===== config.mk =====
export PLATFORM = sky130hd
export DESIGN_NAME = regfile_wb_scheduler
export DESIGN_NICKNAME = d
export VERILOG_FILES = /design/src/rtl/regfile_wb_scheduler.sv
export SDC_FILE = /design/constraint.sdc
export NUM_CORES = 1
export LEC_CHECK = 0
export BUFFER_PORTS_ARGS = -buffer_cell sky130_fd_sc_hd__buf_2
export CAP_MARGIN = 20
export CORE_UTILIZATION = 45
export CTS_BUF_LIST = sky130_fd_sc_hd__clkbuf_2 sky130_fd_sc_hd__clkbuf_4 sky130_fd_sc_hd__clkbuf_8
export DETAILED_ROUTE_END_ITERATION = 8
export PLACE_DENSITY = 0.81
export SETUP_SLACK_MARGIN = 0.05
export SLEW_MARGIN = 10
export SYNTH_ARGS = -nofsm -noshare
export SYNTH_HDL_FRONTEND = slang
export SYNTH_SLANG_ARGS = --single-unit

===== constraint.sdc =====
create_clock -name clk -period 9.4 [get_ports clk]
set_input_delay 2.82 -clock clk [delete_from_list [all_inputs] [get_ports clk]]
set_output_delay 2.82 -clock clk [all_outputs]
set_load 0.02 [all_outputs]

===== src/rtl/regfile_wb_scheduler.sv =====
// Purpose : arbitrates ALU/load writebacks onto the single register-file write
//           port and gates issue against a busy scoreboard of in-flight writes.
// Latency : grant in cycle T -> rf_we/rf_dst/rf_wdata presented in T+1 -> busy
//           bit clears at the end of T+1, so a dependent issue unstalls in T+2.
// Backpressure: a losing writeback source sees ready=0 and holds its request;
//           a hazarded instruction sees issue_stall=1 and is not accepted.
//
// Ports:
//   clk, rst                          clock, synchronous active-high reset
//   issue_*  / issue_stall            decode-side instruction and hazard stall
//   alu_*    / alu_ready              ALU writeback request and grant
//   ld_*     / ld_ready               load writeback request and grant
//   rf_we, rf_dst, rf_wdata           registered register-file write port
//   stall_count                       saturating count of stalled issue cycles
module regfile_wb_scheduler #(
    parameter int NREG = 32,
    parameter int XLEN = 32,
    localparam int RW  = $clog2(NREG)
) (
    input  logic            clk,
    input  logic            rst,
    input  logic            issue_valid,
    input  logic [RW-1:0]   issue_rs1,
    input  logic [RW-1:0]   issue_rs2,
    input  logic [RW-1:0]   issue_rd,
    input  logic            issue_rd_we,
    output logic            issue_stall,
    input  logic            alu_valid,
    input  logic [RW-1:0]   alu_rd,
    input  logic [XLEN-1:0] alu_value,
    output logic            alu_ready,
    input  logic            ld_valid,
    input  logic [RW-1:0]   ld_rd,
    input  logic [XLEN-1:0] ld_value,
    output logic            ld_ready,
    output logic            rf_we,
    output logic [RW-1:0]   rf_dst,
    output logic [XLEN-1:0] rf_wdata,
    output logic [31:0]     stall_count
);

    logic [NREG-1:0] busy_q, busy_d;
    logic            rr_ptr_q, rr_ptr_d;    // 0: load wins next contest, 1: ALU wins
    logic            rf_we_q, rf_we_d;
    logic [RW-1:0]   rf_dst_q, rf_dst_d;
    logic [XLEN-1:0] rf_wdata_q, rf_wdata_d;
    logic [31:0]     stall_count_q, stall_count_d;

    logic            alu_gnt, ld_gnt, issue_fire;
    logic [RW-1:0]   gnt_rd;
    logic [XLEN-1:0] gnt_value;

    // Hazard check uses only the registered scoreboard; there is no bypass
    // from the write port, so a reader waits until the register file holds
    // the new value.
    always_comb begin
        issue_stall = issue_valid & (busy_q[issue_rs1] | busy_q[issue_rs2] |
                                     (issue_rd_we & busy_q[issue_rd]));
        issue_fire  = issue_valid & ~issue_stall;
    end

    always_comb begin
        alu_gnt  = 1'b0;
        ld_gnt   = 1'b0;
        rr_ptr_d = rr_ptr_q;
        if (!rst) begin
            if (alu_valid && ld_valid) begin
                ld_gnt   = ~rr_ptr_q;
                alu_gnt  = rr_ptr_q;
                // Pointer moves to the loser only on a contested grant.
                rr_ptr_d = ~rr_ptr_q;
            end else begin
                alu_gnt = alu_valid;
                ld_gnt  = ld_valid;
            end
        end
        gnt_rd    = ld_gnt ? ld_rd    : alu_rd;
        gnt_value = ld_gnt ? ld_value : alu_value;
    end

    always_comb begin
        rf_we_d    = 1'b0;
        rf_dst_d   = rf_dst_q;
        rf_wdata_d = rf_wdata_q;
        if (alu_gnt || ld_gnt) begin
            // A write to x0 is consumed but never reaches the register file.
            rf_we_d    = (gnt_rd != '0);
            rf_dst_d   = gnt_rd;
            rf_wdata_d = gnt_value;
        end
    end

    always_comb begin
        busy_d = busy_q;
        // Clear first so a same-edge set of the same register wins.
        if (rf_we_q) busy_d[rf_dst_q] = 1'b0;
        if (issue_fire && issue_rd_we && (issue_rd != '0)) busy_d[issue_rd] = 1'b1;
        busy_d[0] = 1'b0;
    end

    always_comb begin
        stall_count_d = stall_count_q;
        if (issue_stall && (stall_count_q != 32'hFFFF_FFFF))
            stall_count_d = stall_count_q + 32'd1;
    end

    always_ff @(posedge clk) begin
        if (rst) begin
            busy_q        <= '0;
            rr_ptr_q      <= 1'b0;
            rf_we_q       <= 1'b0;
            rf_dst_q      <= '0;
            rf_wdata_q    <= '0;
            stall_count_q <= '0;
        end else begin
            busy_q        <= busy_d;
            rr_ptr_q      <= rr_ptr_d;
            rf_we_q       <= rf_we_d;
            rf_dst_q      <= rf_dst_d;
            rf_wdata_q    <= rf_wdata_d;
            stall_count_q <= stall_count_d;
        end
    end

    assign alu_ready   = alu_gnt;
    assign ld_ready    = ld_gnt;
    assign rf_we       = rf_we_q;
    assign rf_dst      = rf_dst_q;
    assign rf_wdata    = rf_wdata_q;
    assign stall_count = stall_count_q;

endmodule


==> qor.txt <==
Status = finished clean
DRC = 0
Ys Warns = 0
DP Area = 6530 µm²
Sink Count = 102
Worst min path class = reg -> reg
Fmax achieved = 127 MHz
Hold Worst Slack = 0.457 ns
R2R cell count = 8
Nets = 878
Post-DRT Antenna Nets = 0
Number of synthesized register bits = 102
Synth Area per Inst = 8.77 µm²
Min Tclk post-route = 7.89 ns
Layout cells sized above 1 = 0.291
Worst-Margin Slew = 0.895 ns
# rows = 40
Setup tns final = 0 ns
Post-CTS setup buffers = 0
Setup WS post-layout = 1.51 ns
Max transition margin = 0.404
Main synth FF type = dfxtp_1
Multi-input gate area = 3370 µm²
Maxcap violations = 0
Tcrit/Tclk final = 0.839
Initial DRC count = 383
Hold depth = 2
Hold Buf Count CTS = 0
Critical Path AT = 5.07 ns
Critical-path maximum fanout = 18
Total power = 0.894 mW
Register area share after synthesis = 0.359
Post-CTS Resized = 0
Port buffer count = 167
Util after Layout = 0.553
CTS tree = built
Core ar. = 12200 µm²
Async SR Flop Fraction = 0
Worst reg2reg setup slack = 6.22 ns
Global-route wire length before repair = 24700 µm
Largest net degree at the start of global routing = 88
Post-route clock skew = 0.0146 ns
Vias post-DR = 5592
Worst-case clock buffer depth = 2
# diodes = 0
Die X = 114 µm
Dpl hpwl = 11000 µm
Die footprint = 13100 µm²
Worst path required time = 6.58 ns
Total GRT Usage = 0.237
Global route overflow = 0
Post-route cell area = 6730 µm²
Inst Count DP = 939
# setup viols final = 0
Gp weighted congestion = 0.901
Total Wirelength = 15400 µm
Wire per inst = 16.1 µm
PwrDens = 133 nW/µm²
CTS H-tree depth = 3
RSZ-0062 raised after global routing = no
Clk_lat worst skew = 0.38 ns
Slew Viols, Final = 0
Vias in the first global route = 5089
Post-synth EDFFs = 0
Initial core utilization = 0.467
Area Overhead vs Synth = 18.4%
Reg area = 2040 µm²
First-pass detailed-route iteration total = 4
Critical Path Start Type = input port
Synthesized cell area = 5680 µm²
Worst vdd ir = 0.0000711 V
DR vias/cell = 5.86
Die Ht = 114 µm
Synthesized instance count = 648
Pre-CTS setup slack = 1.51 ns
Initial antenna violation count = 0
CTS buffer count = 9
Netlist cell types = 54
Fillcell total = 1136
Leak Pwr = 2.66 nW
Synth Net Count = 744
Finished Layout Cells = 955
Worst Setup End Kind = output pin
Fin. Hold Viols = 0
Clk pin slew, worst setup/hold paths = 0.10 ns
I/O pin count = 168
Root Driver = clkbuf_8
CP Class = in -> out
-- cell usage in the layout (no fill, tap or decap), types with 3 or more instances in the layout --
master    instances
or3_1             5
buf_2           167
a211oi_1         29
nand3b_1          6
mux4_2           12
nor4_1           13
dfxtp_1         102
mux2i_1          49
nand3_1          36
nor2_1           62
mux2_1            7
nand2b_1          3
buf_4             6
o211ai_1         19
o21ai_0          14
or4_1            12
nor3b_1           4
nand2_1          49
o311ai_0          4
o31ai_1           8
o22ai_1           4
nand4_1          18
and3_1            3
nand4b_1          6
or2_2             6
inv_1             6
a22oi_1           9
mux2_2           13
clkbuf_8         10
nor2b_1          14
o41ai_1           3
nor4b_1           4
a21oi_1          26
o21ai_1          25
-- final timing paths --
path / start / to
max: issue_rd[1] / issue_stall
min: rf_wdata[24] / rf_wdata[24]
max reg2reg: busy_q[30] / busy_q[13]
min reg2reg: rf_wdata[24] / rf_wdata[24]
-- worst max-delay path: stages --
cell and delay [ns]:
buf_2 0.41, mux2i_1 0.24, o22ai_1 0.10, or4_1 0.53
o31a_1 0.34, nor4b_4 0.36, nor2b_1 0.08, buf_2 0.17
-- flip-flops by register name, summed over array words and instances (netlist names) --
register,flops
busy_q,31
rf_dst,5
rf_wdata,32
rf_we,1
rr_ptr_q,1
stall_count,32
-- cell usage after synthesis, drive strengths merged (13+ instances only) --
master	number	area (µm²)
nand2	50	190
dfxtp	102	2040
o211ai	19	143
mux2	20	225
nor2b	14	87.6
o21ai	39	195
a21oi	26	130
clkbuf	31	116
nand3	38	195
nor4	13	81.3
a211oi	29	218
nand4	18	113
nor2	62	233
mux2i	49	490
buf	19	139
-- kinds of logic (layout without fill, tap and decap cells) --
group / count (synthesis) / after routing / synth area share
muxes: 81 / 81 / 0.173
and+or+nand+nor: 260 / 260 / 0.248
adders and majority gates: 1 / 1 / 0.00220
xor gates and xnor gates: 1 / 1 / 0.00154
AOI/OAI and AO/OA: 146 / 146 / 0.166
DFF: 102 / 102 / 0.359
buffers and inverters: 57 / 196 / 0.0495
-- power by group --
part | leakage [nW] | internal, mW | switching (mW)
logic | 1.73 | 0.0547 | 0.0885
registers | 0.830 | 0.447 | 0.0139
clock network | 0.0990 | 0.133 | 0.157
-- cell type report --
cell class / count / share of cell area
Timing Repair Buffer: 173 / 0.131
Clock inverter: 5 / 0.00874
Tap cell: 168 / 0.0312
Multi-Input combinational cell: 489 / 0.500
Inverter: 7 / 0.00390
Sequential cell: 102 / 0.303
Clock buffer: 11 / 0.0216
-- per-layer routing --
metal / track usage / routed length [µm] / share of wire / up-vias
met5: 0 / 0 / 0 / -
met4: 0.0892 / 348 / 0.023 / 0
met3: 0.0513 / 1000 / 0.065 / 27
met2: 0.377 / 7190 / 0.47 / 227
met1: 0.315 / 6840 / 0.44 / 2626
li1: - / - / - / 2712
No activity file was read; power rests on OpenSTA's default activity.
